### config.mk
export PLATFORM = sky130hd
export DESIGN_NAME = btb_ctrl
export DESIGN_NICKNAME = d
export VERILOG_FILES = /design/src/rtl/btb_ctrl.sv
export SDC_FILE = /design/constraint.sdc
export NUM_CORES = 1
export LEC_CHECK = 0
export ABC_AREA = 1
export ABC_CLOCK_PERIOD_IN_PS = 6300
export CAP_MARGIN = 20
export CORE_ASPECT_RATIO = 1.4
export CORE_MARGIN = 2
export CORE_UTILIZATION = 47
export CTS_CLUSTER_SIZE = 8
export DETAILED_ROUTE_END_ITERATION = 6
export PLACE_DENSITY = 0.7
export SYNTH_ARGS = -nofsm -noshare
export SYNTH_HDL_FRONTEND = slang
export SYNTH_SLANG_ARGS = --single-unit
### constraint.sdc
create_clock -name clk -period 6.3 [get_ports clk]
set_input_delay 0.63 -clock clk [delete_from_list [all_inputs] [get_ports clk]]
set_output_delay 0.63 -clock clk [all_outputs]
set_load 0.1 [all_outputs]
### src/rtl/btb_ctrl.sv
// Branch target buffer write sequencer: an EXU update FIFO drained at one entry per cycle,
// plus an invalidate-all sweep on flush. Define BTB_CTRL_COALESCE_EN to merge same-PC updates.
module btb_ctrl #(
  parameter int BTB_ENTRIES = 1024,
  parameter int XLEN        = 32,
  parameter int QDEPTH      = 4
) (
  input  logic                           clk,
  input  logic                           rst_n,
  input  logic                           exu_upd_valid,
  output logic                           exu_upd_ready,
  input  logic [XLEN-1:0]                exu_upd_pc,
  input  logic [XLEN-1:0]                exu_upd_target,
  input  logic                           flush_req,
  output logic                           flush_busy,
  output logic                           flush_done,
  output logic                           btb_update_en,
  output logic [XLEN-1:0]                btb_update_pc,
  output logic [XLEN-1:0]                btb_update_target_pc,
  output logic                           btb_inv_en,
  output logic [$clog2(BTB_ENTRIES)-1:0] btb_inv_index,
  output logic                           pred_block,
  output logic [$clog2(QDEPTH):0]        q_count
);

  localparam int IW = $clog2(BTB_ENTRIES);
  localparam int AW = $clog2(QDEPTH);
  localparam logic [IW-1:0] LAST_IDX = IW'(BTB_ENTRIES - 1);

  typedef enum logic {
    RUN   = 1'b0,
    SWEEP = 1'b1
  } state_t;

  state_t          state;
  state_t          state_nxt;
  logic [IW-1:0]   sweep_cnt;
  logic            flush_done_q;

  logic [XLEN-1:0] mem_pc  [QDEPTH];
  logic [XLEN-1:0] mem_tgt [QDEPTH];
  logic [AW:0]     wr_ptr;
  logic [AW:0]     rd_ptr;
  logic [AW:0]     count;
  logic [AW-1:0]   wr_idx;
  logic [AW-1:0]   rd_idx;
  logic            empty;
  logic            full;
  logic            coal_hit;
  logic            start_sweep;
  logic            sweep_last;
  logic            push;
  logic            pop;

  assign count       = wr_ptr - rd_ptr;
  assign rd_idx      = rd_ptr[AW-1:0];
  assign empty       = (wr_ptr == rd_ptr);
  assign full        = (wr_ptr[AW] != rd_ptr[AW]) && (wr_ptr[AW-1:0] == rd_ptr[AW-1:0]);
  assign start_sweep = (state == RUN) && flush_req;
  assign sweep_last  = (state == SWEEP) && (sweep_cnt == LAST_IDX);
  assign pop         = (state == RUN) && !flush_req && !empty;
  assign push        = exu_upd_valid && exu_upd_ready;

`ifdef BTB_CTRL_COALESCE_EN
  logic [AW-1:0] last_idx;

  // The newest entry is only mergeable if it is not also the head leaving this cycle.
  assign last_idx = wr_ptr[AW-1:0] - AW'(1);
  assign coal_hit = !empty && !(pop && (count == (AW+1)'(1))) &&
                    (mem_pc[last_idx] == exu_upd_pc);
  assign wr_idx   = coal_hit ? last_idx : wr_ptr[AW-1:0];
`else
  assign coal_hit = 1'b0;
  assign wr_idx   = wr_ptr[AW-1:0];
`endif

  // State register
  always_ff @(posedge clk or negedge rst_n) begin
    if (!rst_n) begin
      state <= RUN;
    end else begin
      // NOTE: sequential state uses non-blocking assignments so every flop samples pre-edge values.
      state <= state_nxt;
    end
  end

  // Next-state logic
  always_comb begin
    // NOTE: default first so no path through this block can infer a latch.
    state_nxt = state;
    unique case (state)
      RUN:     if (flush_req)  state_nxt = SWEEP;
      SWEEP:   if (sweep_last) state_nxt = RUN;
      default: state_nxt = RUN;
    endcase
  end

  // Output logic
  always_comb begin
    exu_upd_ready = 1'b0;
    btb_update_en = 1'b0;
    btb_inv_en    = 1'b0;
    btb_inv_index = '0;
    flush_busy    = 1'b0;
    pred_block    = 1'b0;
    unique case (state)
      RUN: begin
        exu_upd_ready = rst_n && !flush_req && (!full || coal_hit);
        btb_update_en = pop;
      end
      SWEEP: begin
        btb_inv_en    = 1'b1;
        btb_inv_index = sweep_cnt;
        flush_busy    = 1'b1;
        pred_block    = 1'b1;
      end
      default: ;
    endcase
  end

  assign btb_update_pc        = btb_update_en ? mem_pc[rd_idx]  : '0;
  assign btb_update_target_pc = btb_update_en ? mem_tgt[rd_idx] : '0;
  assign flush_done           = flush_done_q;
  assign q_count              = count;

  // Sweep counter; completion is detected by compare, the natural wrap is incidental.
  always_ff @(posedge clk or negedge rst_n) begin
    if (!rst_n) begin
      sweep_cnt    <= '0;
      flush_done_q <= 1'b0;
    end else begin
      flush_done_q <= sweep_last;
      if (start_sweep) begin
        sweep_cnt <= '0;
      end else if (state == SWEEP) begin
        sweep_cnt <= sweep_cnt + IW'(1);
      end
    end
  end

  // FIFO pointers; a flush discards everything still queued as stale.
  always_ff @(posedge clk or negedge rst_n) begin
    if (!rst_n) begin
      wr_ptr <= '0;
      rd_ptr <= '0;
    end else if (start_sweep) begin
      wr_ptr <= '0;
      rd_ptr <= '0;
    end else begin
      if (push && !coal_hit) wr_ptr <= wr_ptr + (AW+1)'(1);
      if (pop)               rd_ptr <= rd_ptr + (AW+1)'(1);
    end
  end

  // NOTE: payload storage has no reset; only valid entries are ever read and outputs are gated.
  always_ff @(posedge clk) begin
    if (push) begin
      mem_pc[wr_idx]  <= exu_upd_pc;
      mem_tgt[wr_idx] <= exu_upd_target;
    end
  end

  assert property (@(posedge clk) disable iff (!rst_n) count <= (AW+1)'(QDEPTH));
  assert property (@(posedge clk) disable iff (!rst_n) !(push && full && !coal_hit));
  assert property (@(posedge clk) disable iff (!rst_n) !(btb_update_en && btb_inv_en));

endmodule

Word level (Yosys, flattened, before mapping)
Memories as Yosys holds them, arrays and structs flattened.
Index checks and enable logic that the tools add are counted.
{"block": "classes", "n_addsub": 4, "n_eq_ne": 4, "n_mux": 17, "bitwise_logic": 1, "n_reduce_logical": 14}
{"op": "$mux 32", "count": 2}
{"op": "$mux 10", "count": 3}
{"op": "$mux 3", "count": 4}
{"op": "$add 10x1->10 const B", "count": 1}
{"op": "$eq 10x10->1 const B", "count": 1}
{"op": "$logic_and 1x1->1", "count": 8}
{"op": "$mux 1", "count": 7}
{"op": "$add 3x1->3 const B", "count": 2}
{"op": "$reduce_bool 2->1", "count": 3}
{"op": "$eq 3x3->1", "count": 1}
{"op": "$logic_not 1->1", "count": 3}
{"op": "$sub 3x3->3", "count": 1}
{"op": "$eq 2x2->1", "count": 1}
{"op": "$pmux 1 s2", "count": 1}
{"op": "$ne 1x1->1", "count": 1}
{"op": "$not 1->1", "count": 1}
{"block": "totals", "reg_bits": 18, "mem_bits_rw": 256, "input_bits": 68, "output_inout_bits": 83, "wordCells": 47, "memories": 2}
{"name": "mem_pc", "depth": 4, "width": 32, "rd": 1, "rd_clocked_by_memory_dff": 0, "write_ports": 1, "line": "40", "rtl": "logic [XLEN-1:0] mem_pc [QDEPTH];"}
{"name": "mem_tgt", "depth": 4, "width": 32, "rd": 1, "rd_clocked_by_memory_dff": 0, "write_ports": 1, "line": "41", "rtl": "logic [XLEN-1:0] mem_tgt [QDEPTH];"}

Logic depth before layout (Yosys ltp)
Gate-level depths: netlist (run 1).
{"block": "depth", "depth_word": 8, "mapped_depth": 11, "mapped_depth_nobuf": 9}

Least setup slack after synthesis (run 1)
Ideal clock, no wire load.
{"block": "synth_timing", "path_kind": "register to register", "startpoint": "register state", "endpoint": "memory mem_pc[0][0], enable pin", "setup_time_ps": 487, "t_arrival_ps": 4175, "required_ps": 5813, "slack_ps": 1638, "stages_incl_launch_ff": 7, "n_path_buf": 1, "synth_period_minus_slack_ps": 4662, "path_cell_list": "dfrtp_1 > buf_2 > inv_2 > nand2_2 > nor2_1 > nand3_2 > nor2_1"}
{"block": "synth_between", "elab_chain_cells": 4}
{"item": "start, declared", "line": "35", "rtl": "state_t state;"}
{"item": "start signal, assigned", "line": "83", "rtl": "state <= state_nxt;"}
{"item": "$mux 1", "line": "106", "rtl": "unique case (state)"}
{"item": "$logic_and 1x1->1", "line": "62", "rtl": "assign push = exu_upd_valid && exu_upd_ready;"}
{"item": "$mux 1", "line": "157", "rtl": "if (push) begin"}
{"item": "$mux 1 (implied by the code)", "line": "158", "rtl": "mem_pc[wr_idx] <= exu_upd_pc;"}
{"item": "end, declared", "line": "40"}
No other way between the ends.

Worst setup path after layout (run 1)
{"block": "layout_timing", "startpoint": "register rd_ptr[0]", "endpoint": "output port btb_update_target_pc[19]"}
{"block": "layout_between", "elab_chain_cells": 5, "elab_cells_between_ends": 6, "cone_classes": "1 x eq/ne; 2 x mux; 2 x reduce/logical; 1 x memory"}
{"item": "start, declared", "line": "43", "rtl": "logic [AW:0] rd_ptr;"}
{"item": "start signal, assigned", "line": "151", "rtl": "if (pop) rd_ptr <= rd_ptr + (AW+1)'(1);"}
{"item": "$eq 3x3->1", "line": "57", "rtl": "assign empty = (wr_ptr == rd_ptr);"}
{"item": "$logic_not 1->1", "line": "61", "rtl": "assign pop = (state == RUN) && !flush_req && !empty;"}
{"item": "$logic_and 1x1->1", "line": "61"}
{"item": "$mux 1", "line": "106"}
{"item": "$mux 32 (*)", "line": "122", "rtl": "assign btb_update_target_pc = btb_update_en ? mem_tgt[rd_idx] : '0;"}
{"item": "end, declared", "line": "19", "rtl": "output logic [XLEN-1:0] btb_update_target_pc,"}
Every way passes the cells marked *; elsewhere a longest branch is shown, timed or not.

==> metrics.md, run 1 <==
| Metric | Value |
|---|---|
| Number of buffer cells added on primary ports | 150 |
| GP Congestion | 0.756 |
| Final number of setup-violating endpoints | 0 |
| Pwr/cell area | 332 mW/mm² |
| Number of synthesized register bits | 274 |
| Buffers inserted during post-CTS setup optimization | 0 |
| Kind of path behind the tightest hold check | primary input to async pin |
| Number of distinct library cells after synthesis | 29 |
| Number of clock sinks | 274 |
| Initial antenna violation count | 1 |
| Kind of start point of the critical path | flop |
| Effective utilization at floorplan | 0.479 |
| Req. time, crit path | 5.67 ns |
| Number of hold buffers added after cts | 0 |
| Maximum clock frequency | 208 MHz |
| Post-cts gate resize count | 0 |
| Number of buffers on the longest clock path | 3 |
| Worst-case headroom to the max-slew limit | 0.322 |
| Clk Latency, worst-skew pair | 0.51 ns |
| Tightest hold margin | 0.475 ns |
| Area of the mapped netlist | 0.0112 mm² |
| Outcome | finished, final reports clean |
| Detailed-router iteration count before antenna repair | 5 |
| Total wire length after detailed routing | 24400 µm |
| Number of nets still failing antenna checks after routing | 0 |
| Maximum fanout along the worst path | 69 |
| H-tree levels | 2 |
| Die Area | 0.0250 mm² |
| Slew of the pin with the lowest slew margin | 1.02 ns |
| Adder-cell area share of the yosys netlist | 0.0108 |
| Design area | 0.0140 mm² |
| Predominant post-synthesis flop cell | sky130_fd_sc_hd__edfxtp_1 |
| Total count of max-transition violations in the final report | 0 |
| Final hold violation count | 0 |
| Final critical-path share of the clock period | 0.763 |
| Endpoint type of the worst setup path | output pin |
| Slack of the critical path | 1.49 ns |
| Global-route wire length before repair | 38100 µm |
| Via count of the first global-routing pass | 7264 |
| RSZ-0062 raised after global routing | no |
| Fraction of the mapped netlist area in simple logic gates | 0.117 |
| Count of flip-flops with a built-in enable after synthesis | 256 |
| Detailed-route wire length per cell | 17.6 µm |
| Root Driver | sky130_fd_sc_hd__clkbuf_16 |
| Data arrival time at the worst-slack endpoint | 4.18 ns |
| Compound-cell area share of the yosys netlist | 0.0959 |
| Worst setup path class | flop to output pin |
| Core area | 0.0233 mm² |
| Fraction of synthesized area in multiplexers | 0 |
| Horizontal die dimension | 134 µm |
| Pre-CTS setup slack | 1.94 ns |
| Sequential fraction of the synthesis area | 0.729 |
| Share of layout cells above drive strength 1 | 0.0870 |
| Final total negative setup slack | 0 ns |
| Yosys Warn Count | 0 |
| Total global-route track usage | 0.194 |
| Maximum vdd ir drop | 0.298 mV |
| Placement row count | 66 |
| Net count after synthesis | 993 |
| Post-CTS clock slew at the launch and capture registers of the worst setup and hold paths | 0.05 ns |
| Number of top-level pins | 151 |
| Die Y-Extent | 186 µm |
| Fin Clk Skew | 0.0137 ns |
| Mean cell area of the mapped netlist | 12.2 µm² |
| DRC violation count after routing | 0 |
| Syn Inst Count | 916 |
| Iter 0 DRT Violations | 471 |
| Dominant combinational cell family by area after synthesis | simple AND/OR/NAND/NOR gates |
| GRT Residual Overflow | 0 |
| Number of max-capacitance violations reported | 0 |
| Util after Layout | 0.601 |
| TritonCTS clock tree | yes |
| Pin count of the biggest net entering global routing | 70 |
| Total half-perimeter wirelength after legalization and detailed placement | 13200 µm |
| Via density | 5.25 |
| Number of buffers created by CTS | 40 |
| Detailed-route via count | 7283 |
| Area added between synthesis and finish | 25.5% |
| Number of nets at the end of the flow | 1142 |
| Leakage component of the power | 4.91 nW |
| Proportion of synthesized flip-flops having asynchronous set or reset | 0.0657 |
| Final critical delay including setup and external delays | 4.81 ns |
| XOR/XNOR Fraction of Synth Area | 0.00235 |
| Area of placed instances | 0.0129 mm² |
per-layer routing:
layer / global-route usage / wire length [µm]
met4: 0.0729 / 715
met2: 0.347 / 12700
met5: 0 / 0
met1: 0.231 / 9730
met3: 0.0364 / 1250
area by class of cell:
type | count | area, µm²
Fill cell | 1787 | 9280
Sequential cell | 274 | 8140
Multi-Input combinational cell | 548 | 2550
Timing Repair Buffer | 162 | 1650
Clock buffer | 56 | 1100
Tap cell | 306 | 383
Inverter | 39 | 149
Clock inverter | 2 | 23.8
Antenna cell | 1 | 2.50
worst max-delay path, stage by stage, from the launching register on:
cell and delay (ns):
sky130_fd_sc_hd__dfrtp_4 0.88, sky130_fd_sc_hd__ha_1 0.38, sky130_fd_sc_hd__nand2_1 0.06, sky130_fd_sc_hd__inv_1 0.06, sky130_fd_sc_hd__nand2_2 0.09, sky130_fd_sc_hd__nand2_4 0.50, sky130_fd_sc_hd__a21oi_1 0.48, sky130_fd_sc_hd__clkdlybuf4s50_1 1.21
cell usage after synthesis, drive strengths merged (3+ instances only):
cell type  number  area [µm²]
a21oi          67         373
buf            54         355
dfrtp          18         450
edfxtp        256        7690
ha              8         100
inv            39         146
nand2          40         163
nand3          17        90.1
nand4           3        18.8
nor2          269        1020
o21ai         135         676
xor2            3        26.3
cell families (layout without fill, tap and decap cells):
family	after synthesis	in the layout
AO/OA/AOI/OAI	205	205
adder cells (fa/ha/maj)	9	9
buffers and inverters	94	259
XOR/XNOR	3	3
other	0	1
AND/OR/NAND/NOR	331	331
flip-flops	274	274
path summary, 6_finish.rpt:
check,start,endpoint,slack (ns),cells past startpoint
worst min register to register,sweep_cnt[9]$_DFFE_PN0P_,sweep_cnt[9]$_DFFE_PN0P_,0.52,1
max in group asynchronous,rst_n,rd_ptr[0]$_DFFE_PN0P_,5.59,2
worst max-delay path,rd_ptr[0]$_DFFE_PN0P_,btb_update_target_pc[19],1.49,7
worst max register to register,rd_ptr[0]$_DFFE_PN0P_,mem_tgt[0][10]$_DFFE_PP_,2.99,7
worst min-delay path,rst_n,rd_ptr[2]$_DFFE_PN0P_,0.48,2
min in group clk,sweep_cnt[9]$_DFFE_PN0P_,sweep_cnt[9]$_DFFE_PN0P_,0.52,1
where the power goes:
group | switching, W | internal (W)
clock network | 0.000707 | 0.00120
logic | 0.000474 | 0.000185
registers | 0.0000563 | 0.00202
total | 0.00124 | 0.00341
registers in the layout, indices dropped and copies added (netlist names):
signal	flops
rd_ptr	3
flush_done	1
sweep_cnt	10
mem_tgt	128
wr_ptr	3
state	1
mem_pc	128
placed cells by master (no fill, tap or decap), types with 3 or more instances in the layout:
cell | synthesis | final
sky130_fd_sc_hd__clkdlybuf4s50_1 | 0 | 142
sky130_fd_sc_hd__nand3_1 | 16 | 16
sky130_fd_sc_hd__inv_2 | 6 | 5
sky130_fd_sc_hd__buf_12 | 0 | 6
sky130_fd_sc_hd__nor2_1 | 267 | 263
sky130_fd_sc_hd__buf_4 | 2 | 14
sky130_fd_sc_hd__xor2_1 | 3 | 3
sky130_fd_sc_hd__nand2_1 | 35 | 35
sky130_fd_sc_hd__o21ai_0 | 41 | 41
sky130_fd_sc_hd__o21ai_1 | 94 | 94
sky130_fd_sc_hd__nand4_1 | 3 | 3
sky130_fd_sc_hd__a21oi_1 | 57 | 57
sky130_fd_sc_hd__clkbuf_1 | 1 | 14
sky130_fd_sc_hd__clkbuf_16 | 0 | 42
sky130_fd_sc_hd__nand2_2 | 5 | 4
sky130_fd_sc_hd__inv_1 | 33 | 33
sky130_fd_sc_hd__edfxtp_1 | 256 | 256
sky130_fd_sc_hd__ha_1 | 8 | 8
sky130_fd_sc_hd__nor2_4 | 1 | 5
sky130_fd_sc_hd__dfrtp_1 | 18 | 16
sky130_fd_sc_hd__a21oi_2 | 10 | 10
stage by stage:
stage,power (W),std cells
after global placement,0.00276,1327
after global routing,0.00481,1388
after floorplan,0.00260,916
after detailed placement,0.00277,1328
after CTS,0.00467,1386
final,0.00465,1388
Power figures use the tool's default switching activity.
==> run 2: changes to the inputs <==
Settings changed: ABC_CLOCK_PERIOD_IN_PS 6300 to 5010.
Clock period 6.3 ns to 5.01 ns, I/O delays scaled along.
==> metrics.md, run 2 (synthesis gave the netlist of run 1 again) <==
| Metric | Value |
|---|---|
| Outcome | finished, final reports clean |
| Number of top-level pins | 151 |
| Reg-to-reg slack, setup | 1.88 ns |
| Root Driver | sky130_fd_sc_hd__clkbuf_16 |
| Switch Pwr | 0.00156 W |
| Gr busiest metal | met2 |
| Number of buffer cells added on primary ports | 150 |
| Number of buffers on the longest clock path | 3 |
| DRC violation count after routing | 0 |
| Via density | 5.21 |
| Area added between synthesis and finish | 24.5% |
| RSZ-0062 raised after global routing | no |
| Clk Latency, worst-skew pair | 0.51 ns |
| Total count of max-transition violations in the final report | 0 |
| Total half-perimeter wirelength after legalization and detailed placement | 13900 µm |
| Final hold violation count | 0 |
| Maximum fanout along the worst path | 69 |
| Core area | 0.0233 mm² |
| Internal power contribution | 0.00420 W |
| Leakage component of the power | 5.04 nW |
| Tightest hold margin | 0.340 ns |
| Iter 0 DRT Violations | 345 |
| Share of power burned in combinational logic | 0.144 |
| Share of layout cells above drive strength 1 | 0.144 |
| Detailed-router iteration count before antenna repair | 5 |
| Met2 capacity usage during global routing | 0.336 |
| Launch point of the worst reg-to-reg path | rd_ptr[0]$_DFFE_PN0P_ |
| Part of the power in the clock network | 0.402 |
| Final critical-path share of the clock period | 0.740 |
| Total global-route track usage | 0.190 |
| Number of buffers created by CTS | 40 |
| Worst-case headroom to the max-slew limit | 0.330 |
| Capture point of the worst reg-to-reg path | mem_pc[3][18]$_DFFE_PP_ |
| Worst setup path class | flop to output pin |
| Detailed-route wire length per cell | 17.5 µm |
| Buffers inserted during post-CTS setup optimization | 0 |
| Layout fillers | 1853 |
| Number of max-capacitance violations reported | 0 |
| Number of hold buffers added after cts | 0 |
| Final critical delay including setup and external delays | 3.71 ns |
| Global-route track usage on met3 | 0.0361 |
| Number of clock sinks | 274 |
| Fin Clk Skew | 0.00844 ns |
| Util after Layout | 0.597 |
| M1 GR Usage | 0.231 |
| Maximum vdd ir drop | 0.398 mV |
| Initial antenna violation count | 1 |
| Pin count of the biggest net entering global routing | 70 |
| Post-CTS clock slew at the launch and capture registers of the worst setup and hold paths | 0.05 ns |
| Fraction of power spent switching nets | 0.271 |
| Die Area | 0.0250 mm² |
| Placement row count | 66 |
| Pwr/cell area | 415 mW/mm² |
| Detailed-route via count | 7184 |
| Maximum clock frequency | 270 MHz |
| Number of nets still failing antenna checks after routing | 0 |
| Slew of the pin with the lowest slew margin | 1.00 ns |
| Kind of start point of the critical path | flop |
| Global-route wire length before repair | 37500 µm |
| Die Y-Extent | 186 µm |
| Biggest registers after layout | mem_pc: 128 flops, mem_tgt: 128 flops, sweep_cnt: 10 flops |
| Most used cells in the layout excluding fill and tap cells | sky130_fd_sc_hd__nor2_1 (263), sky130_fd_sc_hd__edfxtp_1 (256), sky130_fd_sc_hd__o21ai_1 (94) |
| Data arrival time at the worst-slack endpoint | 3.21 ns |
| Part of the total power dissipated in sequential elements | 0.454 |
| Post-cts gate resize count | 0 |
| Total wire length after detailed routing | 24100 µm |
| Kind of path behind the tightest hold check | primary input to async pin |
| GRT Residual Overflow | 0 |
| Number of nets at the end of the flow | 1142 |
| H-tree levels | 2 |
| R2r worst-path depth | 7 |
| Inserted Diodes | 0 |
| Horizontal die dimension | 134 µm |
| Post-layout total power | 0.00576 W |
| Commonest non-fill, non-tap cell in the layout | sky130_fd_sc_hd__nor2_1 |
| GP Congestion | 0.795 |
| Effective utilization at floorplan | 0.479 |
| Via count of the first global-routing pass | 7224 |
| Final total negative setup slack | 0 ns |
| TritonCTS clock tree | yes |
| Req. time, crit path | 4.51 ns |
| Endpoint type of the worst setup path | output pin |
| Final number of setup-violating endpoints | 0 |
run 2: per-stage QoR:
| stage | instance area, µm² | worst slack (ns) | cells |
|---|---|---|---|
| after floorplan | 11200 | 0.348 | 916 |
| after detailed placement | 12800 | 1.76 | 1329 |
| after global placement | 12800 | 1.79 | 1329 |
| after CTS | 13900 | 1.21 | 1378 |
| after global routing | 13900 | 1.09 | 1378 |
| final | 13900 | 1.30 | 1378 |
run 2: power by group through the flow:
stage	combinational (W)	clock [W]	sequential, W
6_report	0.000830	0.00232	0.00262
5_1_grt	0.000898	0.00245	0.00262
4_1_cts	0.000836	0.00236	0.00261
3_5_place_dp	0.000833	0	0.00266
3_3_place_gp	0.000824	0	0.00265
2_1_floorplan	0.000650	0	0.00262
run 2: layer usage:
| metal | up-vias | wire length (µm) |
|---|---|---|
| met5 | - | 16 |
| met4 | 2 | 592 |
| met3 | 53 | 1340 |
| met2 | 194 | 12600 |
| met1 | 3459 | 9530 |
| li1 | 3476 | - |
run 2: area by class of cell:
type,instances,area (µm²),share of cell area
clock buffers,45,1020,0.0734
well taps,306,383,0.0275
multi-input cells,548,2550,0.184
inverters,39,149,0.0107
clock inverters,4,56.3,0.00405
flip-flops and latches,274,8140,0.586
repair buffers,162,1600,0.115
run 2: critical path: stages (launching register included):
cell and delay, ns:
sky130_fd_sc_hd__dfrtp_4 0.88, sky130_fd_sc_hd__ha_1 0.37, sky130_fd_sc_hd__nand2_1 0.06, sky130_fd_sc_hd__inv_1 0.05, sky130_fd_sc_hd__nand2_2 0.08, sky130_fd_sc_hd__nand2_4 0.46
sky130_fd_sc_hd__a21oi_1 0.53, sky130_fd_sc_hd__buf_12 0.23
run 2: worst max path at each step:
stage,startpoint,endpoint,slack (ns),depth (start not counted)
floorplan,state$_DFF_PN0_,mem_pc[0][0]$_DFFE_PP_,0.35,6
global placement,rd_ptr[0]$_DFFE_PN0P_,btb_update_pc[2],1.79,7
detailed placement,rd_ptr[0]$_DFFE_PN0P_,btb_update_pc[2],1.76,7
CTS,rd_ptr[0]$_DFFE_PN0P_,btb_update_pc[2],1.21,7
global route,rd_ptr[0]$_DFFE_PN0P_,btb_update_target_pc[13],1.09,7
finish,rd_ptr[0]$_DFFE_PN0P_,btb_update_pc[2],1.30,7
==> run 3: changes to the inputs <==
Settings changed: ABC_CLOCK_PERIOD_IN_PS 5010 to 3110, PLACE_DENSITY 0.7 to 0.73.
Clock period 5.01 ns to 3.11 ns, I/O delays scaled along.
==> metrics.md, run 3 (synthesis gave the netlist of run 1 again) <==
| Metric | Value |
|---|---|
| Outcome | finished, final reports clean |
| Critical path, cell by cell | inv_1 -> ha_1 -> nand2_1 -> inv_1 -> nand2_2 -> nand2_4 -> buf_4 -> a21oi_2 -> buf_12 |
| Fin Clk Skew | 0.0178 ns |
| Effective utilization at floorplan | 0.479 |
| Global-route track usage on met3 | 0.0378 |
| Root Driver | sky130_fd_sc_hd__clkbuf_16 |
| Kind of start point of the critical path | flop |
| Via density | 5.28 |
| Post-CTS clock slew at the launch and capture registers of the worst setup and hold paths | 0.05 ns |
| Number of nets still failing antenna checks after routing | 0 |
| Number of buffer cells added on primary ports | 150 |
| Most used cells in the layout excluding fill and tap cells | sky130_fd_sc_hd__nor2_1 (263), sky130_fd_sc_hd__edfxtp_1 (256), sky130_fd_sc_hd__o21ai_1 (94) |
| Number of clock sinks | 274 |
| Maximum clock frequency | 353 MHz |
| Final critical-path share of the clock period | 0.912 |
| Buffers inserted during post-CTS setup optimization | 0 |
| Detailed-router iteration count before antenna repair | 5 |
| Tightest hold margin | 0.153 ns |
| Detailed-route via count | 7398 |
| Horizontal die dimension | 134 µm |
| Final number of setup-violating endpoints | 0 |
| Area added between synthesis and finish | 33.8% |
| Total count of max-transition violations in the final report | 0 |
| Gr busiest metal | met2 |
| Placement row count | 66 |
| R2r worst-path depth | 8 |
| Most numerous cell on the critical path | sky130_fd_sc_hd__inv_1 |
| Part of the total power dissipated in sequential elements | 0.445 |
| Leakage component of the power | 5.26 nW |
| Part of the power in the clock network | 0.404 |
| Worst path max stage delay | 0.41 ns |
| Core area | 0.0233 mm² |
| Req. time, crit path | 2.80 ns |
| Capture point of the worst reg-to-reg path | mem_pc[1][19]$_DFFE_PP_ |
| Internal power contribution | 0.00683 W |
| Reg-to-reg slack, setup | 0.82 ns |
| Fraction of power spent switching nets | 0.272 |
| Share of layout cells above drive strength 1 | 0.213 |
| Via count of the first global-routing pass | 7543 |
| Pin count of the biggest net entering global routing | 67 |
| Final total negative setup slack | 0 ns |
| Detailed-route wire length per cell | 18.2 µm |
| Final hold violation count | 0 |
| Number of max-capacitance violations reported | 0 |
| Met2 capacity usage during global routing | 0.363 |
| Post-route non-filler standard cell count | 1402 |
| Post-cts gate resize count | 0 |
| Endpoint type of the worst setup path | output pin |
| Number of placed instances with taps included | 1340 |
| Total half-perimeter wirelength after legalization and detailed placement | 15300 µm |
| Number of top-level pins | 151 |
| Total wire length after detailed routing | 25500 µm |
| Slew of the pin with the lowest slew margin | 0.960 ns |
| Area of placed instances | 0.0138 mm² |
| Crit-path leading delay family | buffers and inverters |
| Post-layout total power | 0.00939 W |
| Clk Latency, worst-skew pair | 0.52 ns |
| Share of power burned in combinational logic | 0.151 |
| Initial antenna violation count | 2 |
| Switch Pwr | 0.00255 W |
| Launch point of the worst reg-to-reg path | wr_ptr[0]$_DFFE_PN0P_ |
| Worst setup path class | flop to output pin |
| Kind of path behind the tightest hold check | primary input to async pin |
| Data arrival time at the worst-slack endpoint | 2.52 ns |
| Maximum fanout along the worst path | 22 |
| Biggest registers after layout | mem_pc: 128 flops, mem_tgt: 128 flops, sweep_cnt: 10 flops |
| M1 GR Usage | 0.251 |
| Number of nets at the end of the flow | 1153 |
| GRT Residual Overflow | 0 |
| Slowest library cell on the worst path | sky130_fd_sc_hd__dfrtp_1 |
| Global-route wire length before repair | 40500 µm |
| Instance count on the critical path | 9 |
| Number of hold buffers added after cts | 0 |
| GP Congestion | 0.756 |
| TritonCTS clock tree | yes |
| Pwr/cell area | 628 mW/mm² |
| Layout fillers | 1725 |
| Design area | 0.0149 mm² |
| Total global-route track usage | 0.208 |
| Commonest non-fill, non-tap cell in the layout | sky130_fd_sc_hd__nor2_1 |
| RSZ-0062 raised after global routing | no |
| Number of buffers created by CTS | 40 |
| Count of buffering cells on the critical path with inverters included | 4 |
| Number of buffers on the longest clock path | 3 |
| H-tree levels | 2 |
| Maximum vdd ir drop | 0.452 mV |
| Die Y-Extent | 186 µm |
| Worst-case headroom to the max-slew limit | 0.358 |
| Die Area | 0.0250 mm² |
| Final critical delay including setup and external delays | 2.84 ns |
| DRC violation count after routing | 0 |
| Iter 0 DRT Violations | 528 |
-- run 3: cell types whose count changed in the layout (fill, tap and decap cells not counted), sizes merged --
cell and change:
clkdlybuf4s50 -14, diode +2, buf +25, clkbuf +11
-- run 3: how the worst max path moves through the flow --
stage | from | endpoint | slack [ns]
floorplan | state$_DFF_PN0_ | mem_pc[0][0]$_DFFE_PP_ | -0.51
global placement | flush_req | btb_update_target_pc[2] | 0.82
detailed placement | flush_req | btb_update_en | 0.80
finish | wr_ptr[0]$_DFFE_PN0P_ | btb_update_pc[13] | 0.27
global route | wr_ptr[0]$_DFFE_PN0P_ | btb_update_target_pc[29] | 0.13
CTS | wr_ptr[0]$_DFFE_PN0P_ | btb_update_target_pc[29] | 0.26
-- run 3: metal layers --
| layer | up-vias | share of wire |
|---|---|---|
| li1 | 3509 | - |
| met1 | 3590 | 0.38 |
| met2 | 237 | 0.53 |
| met3 | 62 | 0.051 |
| met4 | 0 | 0.036 |
| met5 | - | 0 |
-- run 3: through the flow --
stage	setup WS, ns	utilization
after floorplan	-0.515	-
after global placement	0.817	0.593
after detailed placement	0.802	0.593
after CTS	0.261	0.641
after global routing	0.128	0.641
final	0.275	0.641
-- run 3: power groups by stage --
stage	combinational [W]	clock [W]	sequential, W
2_1_floorplan	0.00107	0	0.00422
3_3_place_gp	0.00140	0	0.00424
3_5_place_dp	0.00142	0	0.00424
4_1_cts	0.00143	0.00387	0.00417
5_1_grt	0.00154	0.00401	0.00418
6_report	0.00142	0.00379	0.00418
-- run 3: worst register-to-register path, cell delays in order (launching register included) --
cell	delay, ns
sky130_fd_sc_hd__dfrtp_1	0.41
sky130_fd_sc_hd__inv_1	0.10
sky130_fd_sc_hd__ha_1	0.32
sky130_fd_sc_hd__nand2_1	0.07
sky130_fd_sc_hd__inv_1	0.05
sky130_fd_sc_hd__nand3_1	0.11
sky130_fd_sc_hd__nand3_2	0.26
sky130_fd_sc_hd__nor2_4	0.22
sky130_fd_sc_hd__buf_12	0.29
-- run 3: cell type report --
cell class	instances	area, µm²	area share
Timing Repair Buffer	173	2380	0.160
Clock inverter	4	53.8	0.00360
Inverter	39	149	0.00997
Clock buffer	56	1060	0.0710
Sequential cell	274	8140	0.545
Multi-Input combinational cell	548	2760	0.185
Tap cell	306	383	0.0256
Antenna cell	2	5.00	0.000335
